File: config.mk
export PLATFORM = sky130hd
export DESIGN_NAME = weight_load_sequencer_flat
export DESIGN_NICKNAME = d
export VERILOG_FILES = /design/src/rtl/weight_load_sequencer_if.sv /design/src/rtl/weight_load_sequencer.sv /design/src/flat_wrapper.sv
export SDC_FILE = /design/constraint.sdc
export NUM_CORES = 1
export LEC_CHECK = 0
export BUFFER_PORTS_ARGS = -buffer_cell sky130_fd_sc_hd__buf_2
export CORE_MARGIN = 4
export CORE_UTILIZATION = 45
export CTS_CLUSTER_DIAMETER = 200
export DETAILED_ROUTE_END_ITERATION = 12
export PLACE_DENSITY = 0.79
export SLEW_MARGIN = 15
export SYNTH_ARGS = -nofsm -noshare
export SYNTH_HDL_FRONTEND = slang
export SYNTH_SLANG_ARGS = --single-unit
File: constraint.sdc
create_clock -name clk -period 2.4 [get_ports clk]
set_clock_uncertainty 0.1 [all_clocks]
set_input_delay 0.36 -clock clk [delete_from_list [all_inputs] [get_ports clk]]
set_output_delay 0.36 -clock clk [all_outputs]
set_load 0.02 [all_outputs]
File: src/rtl/weight_load_sequencer_if.sv
// Request, weight-buffer read port and quad-MAC chain-input bundle of the weight-load sequencer.
// The master modport is the sequencer's view; the slave modport is the environment's view.
interface weight_load_sequencer_if #(
   parameter int BUFFER_ADDR_WIDTH = 15
);
   logic                         start_i;
   logic [BUFFER_ADDR_WIDTH-1:0] base_addr_i;
   logic                         abort_i;
   logic                         ready_o;
   logic                         done_o;
   logic                         o_buf_rd_en;
   logic [BUFFER_ADDR_WIDTH-1:0] o_buf_rd_addr;
   logic [63:0]                  i_buf_rd_data;
   logic                         prepare_weight_o;
   logic                         set_weight_o;
   logic [7:0]                   o_load_weight_data_a_0;
   logic [7:0]                   o_load_weight_data_b_0;
   logic [7:0]                   o_load_weight_data_c_0;
   logic [7:0]                   o_load_weight_data_d_0;
   logic [7:0]                   o_load_weight_data_a_1;
   logic [7:0]                   o_load_weight_data_b_1;
   logic [7:0]                   o_load_weight_data_c_1;
   logic [7:0]                   o_load_weight_data_d_1;

   modport master (
      input  start_i, base_addr_i, abort_i, i_buf_rd_data,
      output ready_o, done_o, o_buf_rd_en, o_buf_rd_addr, prepare_weight_o, set_weight_o,
             o_load_weight_data_a_0, o_load_weight_data_b_0,
             o_load_weight_data_c_0, o_load_weight_data_d_0,
             o_load_weight_data_a_1, o_load_weight_data_b_1,
             o_load_weight_data_c_1, o_load_weight_data_d_1
   );

   modport slave (
      output start_i, base_addr_i, abort_i, i_buf_rd_data,
      input  ready_o, done_o, o_buf_rd_en, o_buf_rd_addr, prepare_weight_o, set_weight_o,
             o_load_weight_data_a_0, o_load_weight_data_b_0,
             o_load_weight_data_c_0, o_load_weight_data_d_0,
             o_load_weight_data_a_1, o_load_weight_data_b_1,
             o_load_weight_data_c_1, o_load_weight_data_d_1
   );
endinterface

File: src/rtl/weight_load_sequencer.sv
// Weight-load sequencer: reads DEPTH words from the weight buffer, shifts them into stage 0 of the
// quad-MAC chain with prepare_weight high, then pulses set_weight so every stage latches its weight.
module weight_load_sequencer #(
   parameter int DEPTH             = 16,
   parameter int BUFFER_ADDR_WIDTH = 15
) (
   input  logic                           clk,
   input  logic                           rst,
   weight_load_sequencer_if.master        bus
);
   localparam int CW = $clog2(DEPTH + 1);

   typedef enum logic [1:0] {S_IDLE, S_READ, S_DRAIN, S_SET} state_t;

   state_t                       r_state, w_state_nxt;
   logic [CW-1:0]                r_cnt, w_cnt_nxt;
   logic [BUFFER_ADDR_WIDTH-1:0] r_addr, w_addr_nxt;
   logic                         r_rd_en, w_rd_en_nxt;
   logic                         r_rd_valid, w_rd_valid_nxt;
   logic                         r_prepare, w_prepare_nxt;
   logic                         r_set, w_set_nxt;
   logic                         r_ready, w_ready_nxt;
   logic [63:0]                  r_data, w_data_nxt;
   logic                         w_abort;

   // Abort only has an effect while a load is in progress.
   assign w_abort = bus.abort_i && (r_state != S_IDLE);

   // NOTE: every always_comb output gets a default first, so no path can leave it unassigned and infer a latch.
   always_comb begin
      w_state_nxt = r_state;
      w_cnt_nxt   = r_cnt;
      w_addr_nxt  = r_addr;
      w_rd_en_nxt = 1'b0;
      w_set_nxt   = 1'b0;
      unique case (r_state)
         S_IDLE: begin
            if (bus.start_i && !bus.abort_i) begin
               w_state_nxt = S_READ;
               w_addr_nxt  = bus.base_addr_i;
               w_cnt_nxt   = '0;
               w_rd_en_nxt = 1'b1;
            end
         end
         S_READ: begin
            if (r_cnt == CW'(DEPTH - 1)) begin
               w_state_nxt = S_DRAIN;
               w_cnt_nxt   = '0;
            end else begin
               w_cnt_nxt   = r_cnt + 1'b1;
               w_addr_nxt  = r_addr + 1'b1;
               w_rd_en_nxt = 1'b1;
            end
         end
         S_DRAIN: begin
            // Two cycles: the last read's data arrives, then is presented on the chain.
            if (r_cnt == CW'(1)) begin
               w_state_nxt = S_SET;
               w_cnt_nxt   = '0;
               w_set_nxt   = 1'b1;
            end else begin
               w_cnt_nxt   = r_cnt + 1'b1;
            end
         end
         S_SET: begin
            w_state_nxt = S_IDLE;
         end
         default: begin
            w_state_nxt = S_IDLE;
         end
      endcase

      if (w_abort) begin
         w_state_nxt = S_IDLE;
         w_cnt_nxt   = '0;
         w_rd_en_nxt = 1'b0;
         w_set_nxt   = 1'b0;
      end

      w_ready_nxt    = (w_state_nxt == S_IDLE);
      // A read issued in the abort cycle is dropped before its data can reach the chain.
      w_rd_valid_nxt = r_rd_en && !w_abort;
      w_prepare_nxt  = r_rd_valid && !w_abort;
      w_data_nxt     = w_prepare_nxt ? bus.i_buf_rd_data : 64'd0;
   end

   // NOTE: sequential state uses non-blocking assignments so every register samples pre-edge values.
   always_ff @(posedge clk) begin
      if (rst) begin
         r_state    <= S_IDLE;
         r_cnt      <= '0;
         r_addr     <= '0;
         r_rd_en    <= 1'b0;
         r_rd_valid <= 1'b0;
         r_prepare  <= 1'b0;
         r_set      <= 1'b0;
         r_ready    <= 1'b1;
         r_data     <= 64'd0;
      end else begin
         r_state    <= w_state_nxt;
         r_cnt      <= w_cnt_nxt;
         r_addr     <= w_addr_nxt;
         r_rd_en    <= w_rd_en_nxt;
         r_rd_valid <= w_rd_valid_nxt;
         r_prepare  <= w_prepare_nxt;
         r_set      <= w_set_nxt;
         r_ready    <= w_ready_nxt;
         r_data     <= w_data_nxt;
      end
   end

   assign bus.ready_o          = r_ready;
   assign bus.done_o           = r_set;
   assign bus.set_weight_o     = r_set;
   assign bus.prepare_weight_o = r_prepare;
   assign bus.o_buf_rd_en      = r_rd_en;
   assign bus.o_buf_rd_addr    = r_addr;

   assign bus.o_load_weight_data_a_0 = r_data[7:0];
   assign bus.o_load_weight_data_b_0 = r_data[15:8];
   assign bus.o_load_weight_data_c_0 = r_data[23:16];
   assign bus.o_load_weight_data_d_0 = r_data[31:24];
   assign bus.o_load_weight_data_a_1 = r_data[39:32];
   assign bus.o_load_weight_data_b_1 = r_data[47:40];
   assign bus.o_load_weight_data_c_1 = r_data[55:48];
   assign bus.o_load_weight_data_d_1 = r_data[63:56];
endmodule

File: src/flat_wrapper.sv
// flat-port wrapper written by rule: the top's interface ports become plain ports
module weight_load_sequencer_flat 
#(
   parameter int DEPTH             = 16,
   parameter int BUFFER_ADDR_WIDTH = 15
)
  (clk, rst, bus_start_i, bus_base_addr_i, bus_abort_i, bus_i_buf_rd_data, bus_ready_o, bus_done_o, bus_o_buf_rd_en, bus_o_buf_rd_addr, bus_prepare_weight_o, bus_set_weight_o, bus_o_load_weight_data_a_0, bus_o_load_weight_data_b_0, bus_o_load_weight_data_c_0, bus_o_load_weight_data_d_0, bus_o_load_weight_data_a_1, bus_o_load_weight_data_b_1, bus_o_load_weight_data_c_1, bus_o_load_weight_data_d_1);
  weight_load_sequencer_if #(.BUFFER_ADDR_WIDTH(BUFFER_ADDR_WIDTH)) bus_i ();
  input  logic clk;
  input  logic rst;
  input wire logic [$bits(bus_i.start_i)-1:0] bus_start_i;
  input wire logic [$bits(bus_i.base_addr_i)-1:0] bus_base_addr_i;
  input wire logic [$bits(bus_i.abort_i)-1:0] bus_abort_i;
  input wire logic [$bits(bus_i.i_buf_rd_data)-1:0] bus_i_buf_rd_data;
  output wire logic [$bits(bus_i.ready_o)-1:0] bus_ready_o;
  output wire logic [$bits(bus_i.done_o)-1:0] bus_done_o;
  output wire logic [$bits(bus_i.o_buf_rd_en)-1:0] bus_o_buf_rd_en;
  output wire logic [$bits(bus_i.o_buf_rd_addr)-1:0] bus_o_buf_rd_addr;
  output wire logic [$bits(bus_i.prepare_weight_o)-1:0] bus_prepare_weight_o;
  output wire logic [$bits(bus_i.set_weight_o)-1:0] bus_set_weight_o;
  output wire logic [$bits(bus_i.o_load_weight_data_a_0)-1:0] bus_o_load_weight_data_a_0;
  output wire logic [$bits(bus_i.o_load_weight_data_b_0)-1:0] bus_o_load_weight_data_b_0;
  output wire logic [$bits(bus_i.o_load_weight_data_c_0)-1:0] bus_o_load_weight_data_c_0;
  output wire logic [$bits(bus_i.o_load_weight_data_d_0)-1:0] bus_o_load_weight_data_d_0;
  output wire logic [$bits(bus_i.o_load_weight_data_a_1)-1:0] bus_o_load_weight_data_a_1;
  output wire logic [$bits(bus_i.o_load_weight_data_b_1)-1:0] bus_o_load_weight_data_b_1;
  output wire logic [$bits(bus_i.o_load_weight_data_c_1)-1:0] bus_o_load_weight_data_c_1;
  output wire logic [$bits(bus_i.o_load_weight_data_d_1)-1:0] bus_o_load_weight_data_d_1;
  assign bus_i.start_i = bus_start_i;
  assign bus_i.base_addr_i = bus_base_addr_i;
  assign bus_i.abort_i = bus_abort_i;
  assign bus_i.i_buf_rd_data = bus_i_buf_rd_data;
  assign bus_ready_o = bus_i.ready_o;
  assign bus_done_o = bus_i.done_o;
  assign bus_o_buf_rd_en = bus_i.o_buf_rd_en;
  assign bus_o_buf_rd_addr = bus_i.o_buf_rd_addr;
  assign bus_prepare_weight_o = bus_i.prepare_weight_o;
  assign bus_set_weight_o = bus_i.set_weight_o;
  assign bus_o_load_weight_data_a_0 = bus_i.o_load_weight_data_a_0;
  assign bus_o_load_weight_data_b_0 = bus_i.o_load_weight_data_b_0;
  assign bus_o_load_weight_data_c_0 = bus_i.o_load_weight_data_c_0;
  assign bus_o_load_weight_data_d_0 = bus_i.o_load_weight_data_d_0;
  assign bus_o_load_weight_data_a_1 = bus_i.o_load_weight_data_a_1;
  assign bus_o_load_weight_data_b_1 = bus_i.o_load_weight_data_b_1;
  assign bus_o_load_weight_data_c_1 = bus_i.o_load_weight_data_c_1;
  assign bus_o_load_weight_data_d_1 = bus_i.o_load_weight_data_d_1;
  weight_load_sequencer #(.DEPTH(DEPTH), .BUFFER_ADDR_WIDTH(BUFFER_ADDR_WIDTH)) u_core (.clk(clk), .rst(rst), .bus(bus_i));
endmodule
==> results of run 1 <==
[cells by family after synthesis]
group                      Yosys count  share of synthesized area (%)
and+or+nand+nor                    144                          24.84
DFF                                 91                          53.59
AOI/OAI and AO/OA                   63                          12.73
buffers and inverters               38                          4.932
adders and majority gates            9                          3.313
muxes                                2                         0.5889
[through the flow]
| stage | instance area [um^2] | total power [mW] | hold slack, ns |
|---|---|---|---|
| 4_1_cts | 4473 | 3.961 | 0.1103 |
| 3_5_place_dp | 4278 | 2.975 | 0.3700 |
| 5_1_grt | 4502 | 4.232 | 0.1091 |
| 2_1_floorplan | 3400 | 2.619 | 0.3619 |
| 6_report | 4502 | 4.019 | 0.1250 |
| 3_3_place_gp | 4278 | 2.942 | 0.3535 |
[worst register-to-register path: cells and delay by family, from the launching register on]
family	cells	cell delay, ns
adder cells (fa/ha/maj)	2	0.47
AO/OA/AOI/OAI	3	0.55
AND/OR/NAND/NOR	2	0.47
flip-flops	1	0.37
buffers and inverters	1	0.17
[routing by layer]
layer	up-vias	part of all wire [%]	GRT usage, %
met3	13	8.5	4.223
li1	1562	-	-
met2	141	51	33.65
met4	0	1.7	8.293
met5	-	0	0
met1	1452	39	24.09
[power by group through the flow]
stage / Clock (mW) / Sequential, mW / Combinational, mW
after floorplan: 0 / 1.98 / 0.643
after global placement: 0 / 1.84 / 1.10
after detailed placement: 0 / 1.85 / 1.13
after CTS: 1.02 / 1.81 / 1.13
after global routing: 1.06 / 1.85 / 1.32
final: 0.995 / 1.82 / 1.21
[cells in the final DEF, fill, tap and decap left out, types with 3 or more instances in the layout]
cell,n
a21o_1,3
nand4_1,8
nand4b_1,3
nor2_1,9
inv_1,11
buf_2,166
clkbuf_8,9
dfxtp_1,91
nor2b_1,3
a21oi_1,21
nand3_1,13
nand2b_1,4
ha_1,9
o22ai_1,3
buf_4,3
o32ai_1,4
nand2_1,19
o21ai_1,7
and3_1,70
o31a_1,3
a31oi_1,4
a211oi_1,3
and2_1,4
and4_1,4
[final cells by class]
cell class	count	area [um^2]
fillers	644	2790
flip-flops and latches	91	1822
multi-input cells	218	1419
repair buffers	171	893.4
clock buffers	9	123.9
well taps	99	123.9
clock inverters	7	71.32
inverters	13	48.80
[sequential cells by signal, summed over array words and instances (netlist names)]
signal / flops
u_core.bus.o_buf_rd_en: 1
u_core.bus.prepare_weight_o: 1
u_core.r_rd_valid: 1
u_core.bus.o_buf_rd_addr: 15
u_core.bus.done_o: 1
u_core.r_state: 2
u_core.r_cnt: 5
u_core.r_data: 64
u_core.bus.ready_o: 1
[worst paths after layout]
path	start	to	slack, ns	cells after the start
max	u_core.r_cnt[0]	u_core.bus.o_buf_rd_addr[0]	0.22	8
max reg2reg	u_core.r_cnt[0]	u_core.bus.o_buf_rd_addr[0]	0.22	8
min reg2reg	u_core.bus.o_buf_rd_en	u_core.r_rd_valid	0.39	1
min	bus_i_buf_rd_data[1]	u_core.r_data[1]	0.12	2
[what timing repair did]
| item | CTS | global route |
|---|---|---|
| resized for setup | 0 | 1 |
| endpoints found under the setup margin | 0 | 7 |
| setup buffers | 0 | 2 |
==> results.sh, run 1 <==
export IMPL_power_switching_share_pct=37.68
export IMPL_synthTopCellsByCount="dfxtp_1, and3_1, a21oi_1, nand2_1, clkbuf_1"
export IMPL_cts_buffers=9
export IMPL_pwr_density_cell_nw_per_um2=892.7
export IMPL_antennaDiodeCount=0
export IMPL_fin_nets=596
export IMPL_vias_per_cell=5.211
export IMPL_grt_pass1_wl_um=14110
export IMPL_htreeDepth=3
export IMPL_synth_seq_cells=91
export IMPL_fmax_mhz=458.7
export IMPL_gp_congestion=0.8319
export IMPL_rsz0062_at_grt="no"
export IMPL_worst_setup_path_type="reg2reg"
export IMPL_die_height_um=94.92
export IMPL_slew_headroom_pct=66.56
export IMPL_fp_row_count=31
export IMPL_clock_sinks=91
export IMPL_cp_num_buf_inv=1
export IMPL_setup_viol_count_final=0
export IMPL_tightest_slew_ns=0.4982
export IMPL_die_w_um=94.92
export IMPL_mappedNetlistArea_um2=3400
export IMPL_fin_cells=608
export IMPL_pin_count=167
export IMPL_syn_inst=347
export IMPL_seqPwrFrac_pct=45.3
export IMPL_comb_power_share_pct=30.0
export IMPL_path_clk_slew_ns=0.10
export IMPL_final_util_pct=61.74
export IMPL_yosys_area_top_type="dfxtp_1"
export IMPL_synth_most_common_cell="dfxtp_1"
export IMPL_dp_worst_setup_slack_ns=0.1419
export IMPL_grt_overflow=0
export IMPL_cp_max_fo=17
export IMPL_grt_pass1_vias=2838
export IMPL_cp_slowest_cell="dfxtp_1"
export IMPL_hold_class="in2reg"
export IMPL_core_um2=7292
export IMPL_crit_chain="ha_1 > and3_1 > ha_1 > nand2b_1 > a22oi_4 > buf_12 > a21oi_1 > a311oi_1"
export IMPL_drv_cap=0
export IMPL_synth_nets=439
export IMPL_cp_common_cell="ha_1"
export IMPL_cpPeakStageDelay_ns=0.37
export IMPL_post_route_period_util_pct=90.83
export IMPL_async_reset_ff_share_pct=0
export IMPL_clock_latency_ns=0.36
export IMPL_drt_total_wl_um=9403
export IMPL_p_clk_share_pct=24.8
export IMPL_tritoncts="done"
export IMPL_synth_area_leaders="dfxtp_1, and3_1, ha_1"
export IMPL_cts_hold_buf=0
export IMPL_first_pass_iters=4
export IMPL_cp_arrival_ns=2.35
export IMPL_intPower_mw=2.504
export IMPL_yosysWarnings=0
export IMPL_cp_top_family="compound AO/OA/AOI/OAI gates"
export IMPL_dp_hpwl_um=6779
export IMPL_synth_edff_count=0
export IMPL_crit_path_end_kind="flip-flop"
export IMPL_drt_antenna_violating_nets=0
export IMPL_track_usage_pct=19.77
export IMPL_synth_distinct_cells=47
export IMPL_synth_ff_type="dfxtp_1"
export IMPL_drtIter0Drc=163
export IMPL_root_buffer="clkbuf_8"
export IMPL_num_vias=3168
export IMPL_cellLeakagePower_nw=2.391
export IMPL_wl_per_cell_um=15.47
export IMPL_synth_top_cell_area_share_pct=53.59
export IMPL_final_layout_size_suffix_gt1_share_pct=38.51
export IMPL_place_port_buffers=166
export IMPL_status="completed"
export IMPL_cp_start_kind="flip-flop"
export IMPL_start_util_pct=46.62
export IMPL_placed_cells_incl_taps=590
export IMPL_drc_errors=0
export IMPL_clk_path_buf_depth=2
export IMPL_slew_viol_final=0
export IMPL_seq_area_frac_synth_pct=53.59
export IMPL_die_area_um2=9009
export IMPL_hold_viol=0
export IMPL_area_growth_pct=32.43
export IMPL_grt_max_degree=68
export IMPL_finalSetupTns_ns=0
export IMPL_avgSynthCellArea_um2=9.797
export IMPL_power_switching_mw=1.514
export IMPL_worstPathRequired_ns=2.57
export IMPL_antenna_found_initial=0
export IMPL_peakVddDrop_mv=0.4883
export IMPL_fin_ws_ns=0.2200
export IMPL_min_period_ns=2.180
No activity file was read; power rests on OpenSTA's default activity.
==> inputs of run 2 (changes only) <==
--- a/config.mk
+++ b/config.mk
@@ -5,12 +5,12 @@
 export SDC_FILE = /design/constraint.sdc
 export NUM_CORES = 1
 export LEC_CHECK = 0
-export BUFFER_PORTS_ARGS = -buffer_cell sky130_fd_sc_hd__buf_2
 export CORE_MARGIN = 4
-export CORE_UTILIZATION = 45
-export CTS_CLUSTER_DIAMETER = 200
+export CORE_UTILIZATION = 62
+export CTS_CLUSTER_DIAMETER = 60
 export DETAILED_ROUTE_END_ITERATION = 12
-export PLACE_DENSITY = 0.79
+export DONT_BUFFER_PORTS = 1
+export PLACE_DENSITY = 0.78
 export SLEW_MARGIN = 15
 export SYNTH_ARGS = -nofsm -noshare
 export SYNTH_HDL_FRONTEND = slang
==> run 2 against run 1 <==
  * Worst hold slack got worse by 0.10 ns
  * Combinational power shrank 29%
  * Sequential cell count stayed put
  * Clock power rose by 5%
  * Critical path type unchanged
==> results.sh, run 2 (synthesized netlist as in run 1, its figures left out) <==
export IMPL_pwr_density_cell_nw_per_um2=1055
export IMPL_worst_setup_path_type="reg2reg"
export IMPL_track_usage_pct=23.49
export IMPL_final_layout_size_suffix_gt1_share_pct=9.222
export IMPL_crit_chain="ha_1 > and3_1 > ha_1 > nand2b_1 > a22o_1 > a21oi_1 > o32ai_1"
export IMPL_fin_nets=434
export IMPL_cp_arrival_ns=2.33
export IMPL_fp_row_count=26
export IMPL_drc_errors=0
export IMPL_grtUsageMet3_pct=9.978
export IMPL_grt_pass1_wl_um=12000
export IMPL_intPower_mw=2.464
export IMPL_final_common_cell="dfxtp_1"
export IMPL_cp_start_kind="flip-flop"
export IMPL_r2r_slack_ns=0.21
export IMPL_path_clk_slew_ns=0.09
export IMPL_seqCellArea_um2=1822
export IMPL_slew_viol_final=0
export IMPL_grt_use_met2_pct=35.86
export IMPL_cts_buffers=9
export IMPL_status="completed"
export IMPL_rsz0062_at_grt="no"
export IMPL_power_switching_mw=1.399
export IMPL_fin_area_um2=3662
export IMPL_num_vias=2560
export IMPL_place_port_buffers=0
export IMPL_slew_headroom_pct=63.61
export IMPL_first_pass_iters=4
export IMPL_multi_input_area_um2=1418
export IMPL_drt_total_wl_um=7934
export IMPL_top_register="u_core.r_data"
export IMPL_power_switching_share_pct=36.22
export IMPL_htreeDepth=3
export IMPL_cp_slowest_cell="a22o_1"
export IMPL_fmax_mhz=456.8
export IMPL_vias_per_cell=6.139
export IMPL_pin_count=167
export IMPL_peakVddDrop_mv=0.6641
export IMPL_root_buffer="clkbuf_8"
export IMPL_wl_per_cell_um=19.03
export IMPL_clk_path_buf_depth=2
export IMPL_p_clk_share_pct=27.0
export IMPL_start_util_pct=65.31
export IMPL_grt_pass1_vias=2424
export IMPL_cp_top_family="compound AO/OA/AOI/OAI gates"
export IMPL_crit_path_end_kind="flip-flop"
export IMPL_comb_power_share_pct=22.1
export IMPL_die_w_um=82.05
export IMPL_drtIter0Drc=146
export IMPL_die_area_um2=6731
export IMPL_clock_sinks=91
export IMPL_clock_latency_ns=0.34
export IMPL_busiest_layer="met2"
export IMPL_drv_cap=0
export IMPL_cp_common_cell="ha_1"
export IMPL_cellLeakagePower_nw=1.636
export IMPL_num_fill_cells=396
export IMPL_final_cell_mix="dfxtp_1, and3_1, a21oi_1, nand2_1, nand3_1"
export IMPL_fin_ws_ns=0.2109
export IMPL_die_height_um=82.05
export IMPL_core_um2=5205
export IMPL_cp_max_fo=11
export IMPL_post_route_period_util_pct=91.21
export IMPL_power_mw=3.863
export IMPL_antenna_found_initial=0
export IMPL_post_dp_cell_area_um2=3448
export IMPL_grt_overflow=0
export IMPL_setup_viol_count_final=0
export IMPL_gp_congestion=0.8768
export IMPL_cpPeakStageDelay_ns=0.43
export IMPL_hold_viol=0
export IMPL_hold_class="in2reg"
export IMPL_antennaDiodeCount=0
export IMPL_worstPathRequired_ns=2.55
export IMPL_area_growth_pct=7.729
export IMPL_finalSetupTns_ns=0
export IMPL_tightest_slew_ns=0.5441
export IMPL_dp_worst_setup_slack_ns=0.2538
export IMPL_min_period_ns=2.189
export IMPL_dp_hpwl_um=5696
export IMPL_seqPwrFrac_pct=50.9
export IMPL_cp_num_buf_inv=0
export IMPL_final_util_pct=70.36
export IMPL_largest_register_ffs=64
export IMPL_grt_max_degree=68
export IMPL_drt_antenna_violating_nets=0
export IMPL_tritoncts="done"
export IMPL_grt_use_met1_pct=29.40
[run 2: power groups by stage]
stage          combinational, mW  clock, mW  sequential, mW
6_report                   0.854       1.04            1.97
5_1_grt                    0.961       1.13            2.00
4_1_cts                    0.847       1.06            1.97
3_5_place_dp               0.842          0            2.00
3_3_place_gp               0.816          0            2.00
2_1_floorplan              0.643          0            1.98
[run 2: timing repair]
action,CTS,global route
hold buffers,1,0
buffers inserted,0,0
gates resized for setup,0,0
hold endpoints to repair,12,0
[run 2: per-stage QoR]
step	cells	hold WS [ns]
after floorplan	347	0.3619
after global placement	400	0.3318
after detailed placement	400	0.3308
after CTS	417	0.007786
after global routing	417	0.006146
final	417	0.02516
[run 2: worst paths after layout]
check,startpoint,endpoint,depth (start not counted)
min,rst,u_core.bus.o_buf_rd_addr[12],1
min reg2reg,u_core.r_cnt[1],u_core.r_cnt[1],2
max,u_core.r_cnt[0],u_core.bus.o_buf_rd_addr[9],7
max reg2reg,u_core.r_cnt[0],u_core.bus.o_buf_rd_addr[9],7
[run 2: routing by layer]
layer | vias to the layer above | share of wire, % | wire length [um]
li1 | 1232 | - | -
met3 | 8 | 11 | 904
met4 | 0 | 1.3 | 100
met2 | 137 | 47 | 3764
met5 | - | 0 | 0
met1 | 1183 | 40 | 3164
[run 2: final cells by class]
cell class / count / area share, %
well taps: 70 / 2.392
inverters: 13 / 1.332
multi-input cells: 218 / 38.71
repair buffers: 9 / 2.255
clock inverters: 7 / 2.187
clock buffers: 9 / 3.382
flip-flops and latches: 91 / 49.74
==> inputs of run 3 (changes only) <==
--- a/config.mk
+++ b/config.mk
@@ -6,11 +6,10 @@
 export NUM_CORES = 1
 export LEC_CHECK = 0
 export CORE_MARGIN = 4
-export CORE_UTILIZATION = 62
+export CORE_UTILIZATION = 35
 export CTS_CLUSTER_DIAMETER = 60
 export DETAILED_ROUTE_END_ITERATION = 12
 export DONT_BUFFER_PORTS = 1
-export PLACE_DENSITY = 0.78
 export SLEW_MARGIN = 15
 export SYNTH_ARGS = -nofsm -noshare
 export SYNTH_HDL_FRONTEND = slang
==> run 3 against run 2 <==
  * Register-to-register slack is essentially flat
  * Routed wire length grew 12%
  * Combinational power is essentially flat
  * Largest cell class unchanged
  * Largest power group unchanged
==> results.sh, run 3 (synthesized netlist as in run 1, its figures left out) <==
export IMPL_status="completed"
export IMPL_tritoncts="done"
export IMPL_gp_congestion=0.7827
export IMPL_drc_errors=0
export IMPL_seqPwrFrac_pct=50.1
export IMPL_clock_latency_ns=0.35
export IMPL_pin_count=167
export IMPL_wl_met1_um=3496
export IMPL_cp_start_kind="flip-flop"
export IMPL_cp_max_fo=16
export IMPL_core_um2=9328
export IMPL_rr_startpoint="u_core.r_cnt[0]"
export IMPL_cp_arrival_ns=2.36
export IMPL_tightest_slew_ns=0.5826
export IMPL_drt_antenna_violating_nets=0
export IMPL_drtIter0Drc=166
export IMPL_clock_sinks=91
export IMPL_top_register="u_core.r_data"
export IMPL_grt_max_degree=63
export IMPL_htreeDepth=3
export IMPL_final_cell_mix="dfxtp_1, and3_1, a21oi_1, nand2_1, nand3_1"
export IMPL_hold_end="u_core.r_data[2]"
export IMPL_die_w_um=106.6
export IMPL_final_layout_size_suffix_gt1_share_pct=9.195
export IMPL_hold_ws_ns=0.05346
export IMPL_slew_viol_final=0
export IMPL_wl_met3_um=713
export IMPL_crit_path_end_kind="flip-flop"
export IMPL_drv_cap=0
export IMPL_r2r_slack_ns=0.20
export IMPL_fin_cells=477
export IMPL_die_area_um2=11350
export IMPL_intPower_mw=2.464
export IMPL_timing_rr_end="u_core.bus.o_buf_rd_addr[0]"
export IMPL_peakVddDrop_mv=0.5108
export IMPL_die_height_um=106.6
export IMPL_power_switching_share_pct=37.26
export IMPL_wl_per_cell_um=18.58
export IMPL_met2WireLength_um=4571
export IMPL_dp_worst_setup_slack_ns=0.2373
export IMPL_hold_class="in2reg"
export IMPL_drt_total_wl_um=8864
export IMPL_path_clk_slew_ns=0.10
export IMPL_holdPathStages=1
export IMPL_fp_row_count=35
export IMPL_pwr_density_cell_nw_per_um2=1048
export IMPL_min_period_ns=2.201
export IMPL_dp_hpwl_um=6448
export IMPL_grt_pass1_vias=2298
export IMPL_post_cts_buffers=0
export IMPL_start_util_pct=36.45
export IMPL_num_vias=2570
export IMPL_worstPathRequired_ns=2.56
export IMPL_cts_buffers=9
export IMPL_place_port_buffers=0
export IMPL_hold_path_startpoint="bus_i_buf_rd_data[2]"
export IMPL_cts_resized=0
export IMPL_final_common_cell="dfxtp_1"
export IMPL_rsz0062_at_grt="no"
export IMPL_setup_viol_count_final=0
export IMPL_slew_headroom_pct=61.03
export IMPL_antenna_found_initial=0
export IMPL_hold_viol=0
export IMPL_top_layer="met4"
export IMPL_placed_cells_incl_taps=459
export IMPL_antennaDiodeCount=0
export IMPL_track_usage_pct=14.56
export IMPL_root_buffer="clkbuf_8"
export IMPL_fin_ws_ns=0.1989
export IMPL_power_switching_mw=1.463
export IMPL_area_growth_pct=10.27
export IMPL_fin_nets=435
export IMPL_finalSetupTns_ns=0
export IMPL_comb_power_share_pct=21.7
export IMPL_grt_pass1_wl_um=13040
export IMPL_fmax_mhz=454.3
export IMPL_largest_register_ffs=64
export IMPL_post_route_period_util_pct=91.71
export IMPL_clk_path_buf_depth=2
export IMPL_worst_setup_path_type="reg2reg"
export IMPL_cellLeakagePower_nw=1.644
export IMPL_grt_overflow=0
export IMPL_first_pass_iters=4
export IMPL_p_clk_share_pct=28.2
export IMPL_vias_per_cell=5.388
export IMPL_reg2reg_depth=7
-- run 3: worst max-delay path, cell delays in order, from the launching register on --
cell and delay [ns]:
dfxtp_1 0.35, ha_1 0.22, and3_1 0.19, ha_1 0.23
nand2b_1 0.25, a22oi_4 0.41, a21oi_1 0.12, a311oi_1 0.24
-- run 3: worst max-delay path by stage --
stage / start / slack, ns / to
floorplan: u_core.r_cnt[0] / 0.47 / u_core.bus.o_buf_rd_addr[14]
global placement: u_core.r_cnt[0] / 0.26 / u_core.bus.o_buf_rd_addr[0]
detailed placement: u_core.r_cnt[0] / 0.24 / u_core.bus.o_buf_rd_addr[0]
CTS: u_core.r_cnt[0] / 0.19 / u_core.bus.o_buf_rd_addr[0]
global route: u_core.r_cnt[0] / 0.07 / u_core.bus.o_buf_rd_addr[0]
finish: u_core.r_cnt[0] / 0.20 / u_core.bus.o_buf_rd_addr[0]
-- run 3: stage by stage --
step	power [mW]	util (%)	area [um^2]
after floorplan	2.619	-	3400
after global placement	2.830	37.63	3510
after detailed placement	2.845	37.63	3510
after CTS	3.969	40.19	3749
after global routing	4.138	40.19	3749
final	3.927	40.19	3749
-- run 3: power by group through the flow --
stage / sequential, mW / clock (mW) / combinational, mW
after CTS: 1.97 / 1.15 / 0.852
after floorplan: 1.98 / 0 / 0.643
after global routing: 1.99 / 1.20 / 0.946
after detailed placement: 2.00 / 0 / 0.840
after global placement: 2.00 / 0 / 0.825
final: 1.97 / 1.11 / 0.853
-- run 3: repair_timing --
| action | in CTS | in global routing |
|---|---|---|
| hold buffers | 2 | 0 |
| setup endpoints to repair | 0 | 0 |
| hold endpoints to repair | 12 | 0 |
-- run 3: layer usage --
metal / vias up / global-route usage, %
met2: 113 / 25.34
met5: - / 0
li1: 1235 / -
met4: 0 / 3.653
met3: 6 / 4.857
met1: 1216 / 17.26
-- run 3: layout make-up --
type                    instances  area, um^2
inverters                      13       48.80
clock buffers                   9       123.9
well taps                     129       161.4
clock inverters                 7       95.09
fillers                       934        5579
multi-input cells             218        1418
flip-flops and latches         91        1822
repair buffers                 10       80.08
